$ cat src/rtl/dsram_ctrl_pkg.sv
// Shared memop codes, size codes and FSM encodings for the data SRAM controller.
// Also holds the helpers that classify memops, including the alignment check.
package dsram_ctrl_pkg;

    localparam int MMOP_W = 4;

    typedef enum logic [MMOP_W-1:0] {
        MOP_NOP = 4'd0,
        MOP_LB  = 4'd1,
        MOP_LBU = 4'd2,
        MOP_LH  = 4'd3,
        MOP_LHU = 4'd4,
        MOP_LW  = 4'd5,
        MOP_SB  = 4'd6,
        MOP_SH  = 4'd7,
        MOP_SW  = 4'd8
    } memop_e;

    typedef enum logic [1:0] {
        SIZE_BYTE = 2'd0,
        SIZE_HALF = 2'd1,
        SIZE_WORD = 2'd2
    } size_e;

    typedef enum logic [1:0] {
        ST_IDLE = 2'd0,
        ST_REQ  = 2'd1,
        ST_WAIT = 2'd2
    } state_e;

    function automatic logic op_is_store(input memop_e op);
        return (op == MOP_SB) || (op == MOP_SH) || (op == MOP_SW);
    endfunction

    function automatic size_e op_size(input memop_e op);
        case (op)
            MOP_LB, MOP_LBU, MOP_SB: return SIZE_BYTE;
            MOP_LH, MOP_LHU, MOP_SH: return SIZE_HALF;
            default:                 return SIZE_WORD;
        endcase
    endfunction

    // The slave picks lanes from addr[1:0] and size, so stores go out replicated.
    function automatic logic [31:0] lane_wdata(input memop_e op, input logic [31:0] wd);
        case (op)
            MOP_SB:  return {4{wd[7:0]}};
            MOP_SH:  return {2{wd[15:0]}};
            default: return wd;
        endcase
    endfunction

    function automatic logic op_misaligned(input memop_e op, input logic [1:0] low);
        case (op_size(op))
            SIZE_HALF: return low[0];
            SIZE_WORD: return low != 2'b00;
            default:   return 1'b0;
        endcase
    endfunction

endpackage

$ cat src/rtl/dsram_ctrl_load_align.sv
// Combinational load extraction: picks the byte/half lane from the raw read word
// and sign- or zero-extends it according to the memop.
module dsram_ctrl_load_align
    import dsram_ctrl_pkg::*;
(
    input  logic [31:0]       rdata,
    input  logic [1:0]        offset,
    input  logic [MMOP_W-1:0] memop,
    output logic [31:0]       result
);

    logic [7:0]  byte_sel;
    logic [15:0] half_sel;

    always_comb begin
        byte_sel = rdata[7:0];
        case (offset)
            2'd1:    byte_sel = rdata[15:8];
            2'd2:    byte_sel = rdata[23:16];
            2'd3:    byte_sel = rdata[31:24];
            default: byte_sel = rdata[7:0];
        endcase
        half_sel = offset[1] ? rdata[31:16] : rdata[15:0];

        case (memop_e'(memop))
            MOP_LB:  result = {{24{byte_sel[7]}}, byte_sel};
            MOP_LBU: result = {24'd0, byte_sel};
            MOP_LH:  result = {{16{half_sel[15]}}, half_sel};
            MOP_LHU: result = {16'd0, half_sel};
            default: result = rdata;
        endcase
    end

endmodule

$ cat src/rtl/dsram_ctrl.sv
// Memory-stage data SRAM controller: one load/store becomes one req/addr_ok/data_ok
// transaction. Define MISALIGN_CHECK_EN to add the adel_o/ades_o alignment checks.
module dsram_ctrl
    import dsram_ctrl_pkg::*;
#(
    parameter int AW = 32,
    parameter int DW = 32
) (
    input  logic              clk,
    input  logic              rst_n,
    input  logic              mem_valid_i,
    input  logic [MMOP_W-1:0] mem_memop_i,
    input  logic [AW-1:0]     mem_addr_i,
    input  logic [DW-1:0]     mem_wdata_i,
    input  logic              flush_i,
    output logic              data_req_o,
    output logic              data_wr_o,
    output logic [1:0]        data_size_o,
    output logic [AW-1:0]     data_addr_o,
    output logic [DW-1:0]     data_wdata_o,
    input  logic              data_addr_ok_i,
    input  logic              data_data_ok_i,
    input  logic [DW-1:0]     data_rdata_i,
    output logic              ld_valid_o,
    output logic [DW-1:0]     ld_data_o,
    output logic              mem_stall_o
`ifdef MISALIGN_CHECK_EN
    ,
    output logic              adel_o,
    output logic              ades_o
`endif
);

    state_e        state;
    logic          cancel;
    memop_e        op_q;
    memop_e        op_in;
    logic          would_accept;
    logic          accept;
    logic [DW-1:0] aligned;

    assign op_in        = memop_e'(mem_memop_i);
    assign would_accept = mem_valid_i & (op_in != MOP_NOP) & ~flush_i & (state == ST_IDLE);

`ifdef MISALIGN_CHECK_EN
    logic misal;
    assign misal  = op_misaligned(op_in, mem_addr_i[1:0]);
    assign adel_o = would_accept & misal & ~op_is_store(op_in);
    assign ades_o = would_accept & misal & op_is_store(op_in);
    assign accept = would_accept & ~misal;
`else
    assign accept = would_accept;
`endif

    assign mem_stall_o = accept | (state == ST_REQ) | ((state == ST_WAIT) & ~data_data_ok_i);

    dsram_ctrl_load_align u_load_align (
        .rdata  (data_rdata_i),
        .offset (data_addr_o[1:0]),
        .memop  (op_q),
        .result (aligned)
    );

    always_ff @(posedge clk or negedge rst_n) begin
        if (!rst_n) begin
            state        <= ST_IDLE;
            cancel       <= 1'b0;
            op_q         <= MOP_NOP;
            data_req_o   <= 1'b0;
            data_wr_o    <= 1'b0;
            data_size_o  <= 2'd0;
            data_addr_o  <= '0;
            data_wdata_o <= '0;
            ld_valid_o   <= 1'b0;
            ld_data_o    <= '0;
        end else begin
            ld_valid_o <= 1'b0;
            case (state)
                ST_IDLE: begin
                    if (accept) begin
                        state        <= ST_REQ;
                        cancel       <= 1'b0;
                        op_q         <= op_in;
                        data_req_o   <= 1'b1;
                        data_wr_o    <= op_is_store(op_in);
                        data_size_o  <= op_size(op_in);
                        data_addr_o  <= mem_addr_i;
                        data_wdata_o <= lane_wdata(op_in, mem_wdata_i);
                    end
                end
                ST_REQ: begin
                    if (flush_i) cancel <= 1'b1;
                    if (data_addr_ok_i) begin
                        state      <= ST_WAIT;
                        data_req_o <= 1'b0;
                    end
                end
                ST_WAIT: begin
                    if (flush_i) cancel <= 1'b1;
                    if (data_data_ok_i) begin
                        state  <= ST_IDLE;
                        cancel <= 1'b0;
                        // A flush arriving with data_ok also discards the result.
                        if (!data_wr_o && !cancel && !flush_i) begin
                            ld_valid_o <= 1'b1;
                            ld_data_o  <= aligned;
                        end
                    end
                end
                default: state <= ST_IDLE;
            endcase
        end
    end

endmodule

$ cat config.mk
export PLATFORM = sky130hd
export DESIGN_NAME = dsram_ctrl
export DESIGN_NICKNAME = d
export VERILOG_FILES = /design/src/rtl/dsram_ctrl_pkg.sv /design/src/rtl/dsram_ctrl_load_align.sv /design/src/rtl/dsram_ctrl.sv
export SDC_FILE = /design/constraint.sdc
export NUM_CORES = 1
export LEC_CHECK = 0
export ABC_AREA = 1
export BUFFER_PORTS_ARGS = -buffer_cell sky130_fd_sc_hd__buf_2
export CAP_MARGIN = 20
export CORE_ASPECT_RATIO = 1.4
export CORE_MARGIN = 4
export CORE_UTILIZATION = 42
export CTS_CLUSTER_DIAMETER = 100
export DETAILED_ROUTE_END_ITERATION = 12
export PLACE_DENSITY_LB_ADDON = 0.1
export REMOVE_ABC_BUFFERS = 1
export SYNTH_ARGS = -nofsm -noshare
export SYNTH_HDL_FRONTEND = slang
export SYNTH_HIERARCHICAL = 1
export SYNTH_SLANG_ARGS = --single-unit
$ cat constraint.sdc
create_clock -name clk -period 1.5 [get_ports clk]
set_clock_uncertainty 0.1 [all_clocks]
set_input_delay 0.225 -clock clk [delete_from_list [all_inputs] [get_ports clk]]
set_output_delay 0.225 -clock clk [all_outputs]
set_load 0.01 [all_outputs]
==> impl_metrics.env <==
export IMPL_status="finished with violations"
export IMPL_violations="negative setup slack"
export IMPL_setup_viol=105
export IMPL_htreeDepth=3
export IMPL_cts_path_max_buffers=2
export IMPL_antenna_left=0
export IMPL_antenna_found_initial=0
export IMPL_synth_area_leader_cell="dfrtp_1"
export IMPL_ys_flop_type="dfrtp_1"
export IMPL_fmax_mhz=588
export IMPL_cp_max_fo=4
export IMPL_worstPathArrival_ps=1380
export IMPL_critPathKind="flip-flop to primary output"
export IMPL_area_growth_pct=55.9
export IMPL_multi_input_area_um2=3030
export IMPL_grt_setup_unrepaired="true"
export IMPL_reg2reg_to="ld_data_o[25]$_DFFE_PN0P_"
export IMPL_drc=0
export IMPL_ff_latch_area_um2=2700
export IMPL_dr_pass1_iters=4
export IMPL_synth_top_family_by_area="simple AND/OR/NAND/NOR gates"
export IMPL_synth_top_area_share_pct=46.6
export IMPL_max_cap_violations=0
export IMPL_fin_crit_ps=1700
export IMPL_grt_total_usage_pct=23.0
export IMPL_end_kind="primary output"
export IMPL_initial_core_util_pct=43.1
export IMPL_holdCritStartpoint="mem_wdata_i[3]"
export IMPL_holdPathStages=3
export IMPL_port_buffers=207
export IMPL_crit_required_ps=1170
export IMPL_dp_hpwl_um=12800
export IMPL_ir_drop_v=0.000875
export IMPL_core_um2=13500
export IMPL_slew_headroom_pct=73.1
export IMPL_rows=50
export IMPL_routed_wl_um=21100
export IMPL_muxShareOfSynthArea_pct=0
export IMPL_grt_pass1_vias=5911
export IMPL_syn_instance_count=789
export IMPL_clk_latency_ps=350
export IMPL_synth_compound_area_share_pct=1.96
export IMPL_drv_slew=0
export IMPL_wl_per_cell_um=16.7
export IMPL_cts_root_buf="clkbuf_16"
export IMPL_numCtsBuffers=9
export IMPL_grt_max_degree=50
export IMPL_clkTransAtPathRegs_ps=80
export IMPL_die_w_um=107
export IMPL_hold_path_class="input pin to flip-flop"
export IMPL_final_util_pct=67.2
export IMPL_overflow=0
export IMPL_yosysSeqAreaShare_pct=46.6
export IMPL_p_leak_nw=5.28
export IMPL_cp_start_kind="flip-flop"
export IMPL_setup_tns_ps=-12890
export IMPL_io_pins=208
export IMPL_ys_types=25
export IMPL_die_area_um2=15800
export IMPL_synth_area_per_cell_um2=7.35
export IMPL_cts_tree="built"
export IMPL_die_h_um=147
export IMPL_ys_ff_latch=108
export IMPL_vias_per_cell=5.01
export IMPL_hold_end="data_wdata_o[3]$_DFFE_PN0P_"
export IMPL_finalHoldViolations=0
export IMPL_routabilityCongestion=0.922
export IMPL_drive_above_1_share_pct=40.7
export IMPL_grt_pass1_wl_um=29300
export IMPL_ys_warn_count=6
export IMPL_synth_area_um2=5800
export IMPL_yosys_area_share_simple_pct=41.7
export IMPL_synth_xor_area_share_pct=0
export IMPL_post_synth_top_count_cell="nand2_1"
export IMPL_antennaDiodeCount=0
export IMPL_drt_initial_drc_count=208
export IMPL_worstReg2RegStart="state[0]$_DFFE_PN0P_"
export IMPL_cts_sinks=108
export IMPL_synth_edf_count=0
export IMPL_yosys_top_cells_count="nand2_1, dfrtp_1, nand3_1"
export IMPL_powerDensity_nw_per_um2=1740
export IMPL_synthAdderAreaFrac_pct=0.863
export IMPL_async_flop_share_pct=100
export IMPL_layout_nets=1184
export IMPL_reg2regPathDepth=10
export IMPL_r2r_slack_ps=-200
export IMPL_worstMarginPinSlew_ps=400
export IMPL_finalWorstSetupSlack_ps=-201
export IMPL_vias=6311
export IMPL_fillerInstances=1146
export IMPL_ys_top_cells_by_area="dfrtp_1, nand2_1, nand3_1"
export IMPL_fin_crit_sh_pct=113
## worst max path at each step
| stage | from | endpoint | slack [ps] | cells past startpoint |
|---|---|---|---|---|
| after floorplan | state[0]$_DFFE_PN0P_ | data_wr_o$_DFFE_PN0P_ | -1320 | 6 |
| after global placement | op_q[3]$_DFFE_PN0P_ | ld_data_o[2]$_DFFE_PN0P_ | -8 | 7 |
| after detailed placement | op_q[3]$_DFFE_PN0P_ | ld_data_o[2]$_DFFE_PN0P_ | -30 | 7 |
| after CTS | state[0]$_DFFE_PN0P_ | mem_stall_o | -200 | 7 |
| after global routing | state[0]$_DFFE_PN0P_ | ld_data_o[10]$_DFFE_PN0P_ | -290 | 10 |
| final | state[1]$_DFFE_PN0P_ | mem_stall_o | -200 | 5 |
## through the flow
step | std cells | setup WS, ps | power [mW] | hold slack (ps) | area (µm²)
floorplan | 748 | -1320 | 8.80 | -171 | 5510
global placement | 1184 | -7.82 | 11.9 | 33.3 | 7290
detailed placement | 1184 | -31.9 | 12.0 | 32.9 | 7290
CTS | 1237 | -199 | 14.6 | 33.4 | 8040
global route | 1260 | -295 | 16.9 | 50.5 | 9040
finish | 1260 | -201 | 15.8 | 37.5 | 9040
## where the power goes
part | internal [mW] | switching, mW | total [mW] | leakage, nW
Sequential | 4.23 | 0.839 | 5.07 | 1.36
Combinational | 3.60 | 4.76 | 8.36 | 3.78
Clock | 1.16 | 1.17 | 2.33 | 0.136
Total | 8.99 | 6.77 | 15.8 | 5.28
## placed cells by master (no fill, tap or decap), drive strengths merged
cell / Yosys / final
nand4: 32 / 32
clkinv: 0 / 3
clkbuf: 4 / 25
a21oi: 1 / 1
nor2: 18 / 18
inv: 61 / 64
o21ai: 21 / 21
or2: 2 / 2
buf: 37 / 265
clkinvlp: 0 / 1
ha: 4 / 4
nand2: 409 / 409
nand3b: 1 / 1
nand3: 91 / 91
dfrtp: 108 / 108
dlygate4sd3: 0 / 33
## layer usage
| metal | share of wire (%) | GRT usage, % | wire, µm | vias up |
|---|---|---|---|---|
| met5 | 0 | 0 | 0 | - |
| met4 | 4.4 | 8.77 | 918 | 0 |
| met3 | 7.0 | 5.10 | 1480 | 60 |
| met2 | 52 | 39.6 | 11000 | 261 |
| met1 | 37 | 27.9 | 7720 | 2947 |
| li1 | - | - | - | 3043 |
## state kept, by name (all words and copies together) (netlist names)
register      count
data_addr_o      32
data_wdata_o     32
ld_data_o        32
op_q              4
data_size_o       2
state             2
cancel            1
data_req_o        1
data_wr_o         1
ld_valid_o        1
## worst max-delay path, cell delays in order, from the launching register on
cell     delay (ps)
dfrtp_1         430
inv_2            80
ha_2            210
nor2_4          120
nand2_1          60
buf_2           130
## layout make-up
cell class,count,share of cell area (%)
multi-input cells,579,33.5
inverters,61,2.96
flip-flops and latches,108,29.9
clock buffers,9,2.49
repair inverters,1,0.125
clock inverters,6,0.623
well taps,182,2.52
repair buffers,314,27.9
## cell families (layout without fill, tap and decap cells)
family,after synthesis,after routing
DFF,108,108
adders and majority gates,4,4
and+or+nand+nor,553,553
AOI/OAI and AO/OA,22,22
buffers and inverters,102,391
## repair_timing
action / CTS / global route
resized for setup: 22 / 155
hold buffers: 33 / 0
pin swaps: 3 / 32
endpoints found under the hold margin: 123 / 0
buffers inserted: 4 / 2
gates cloned: 2 / 22
setup endpoints to repair: 68 / 106
Power figures use the tool's default switching activity.
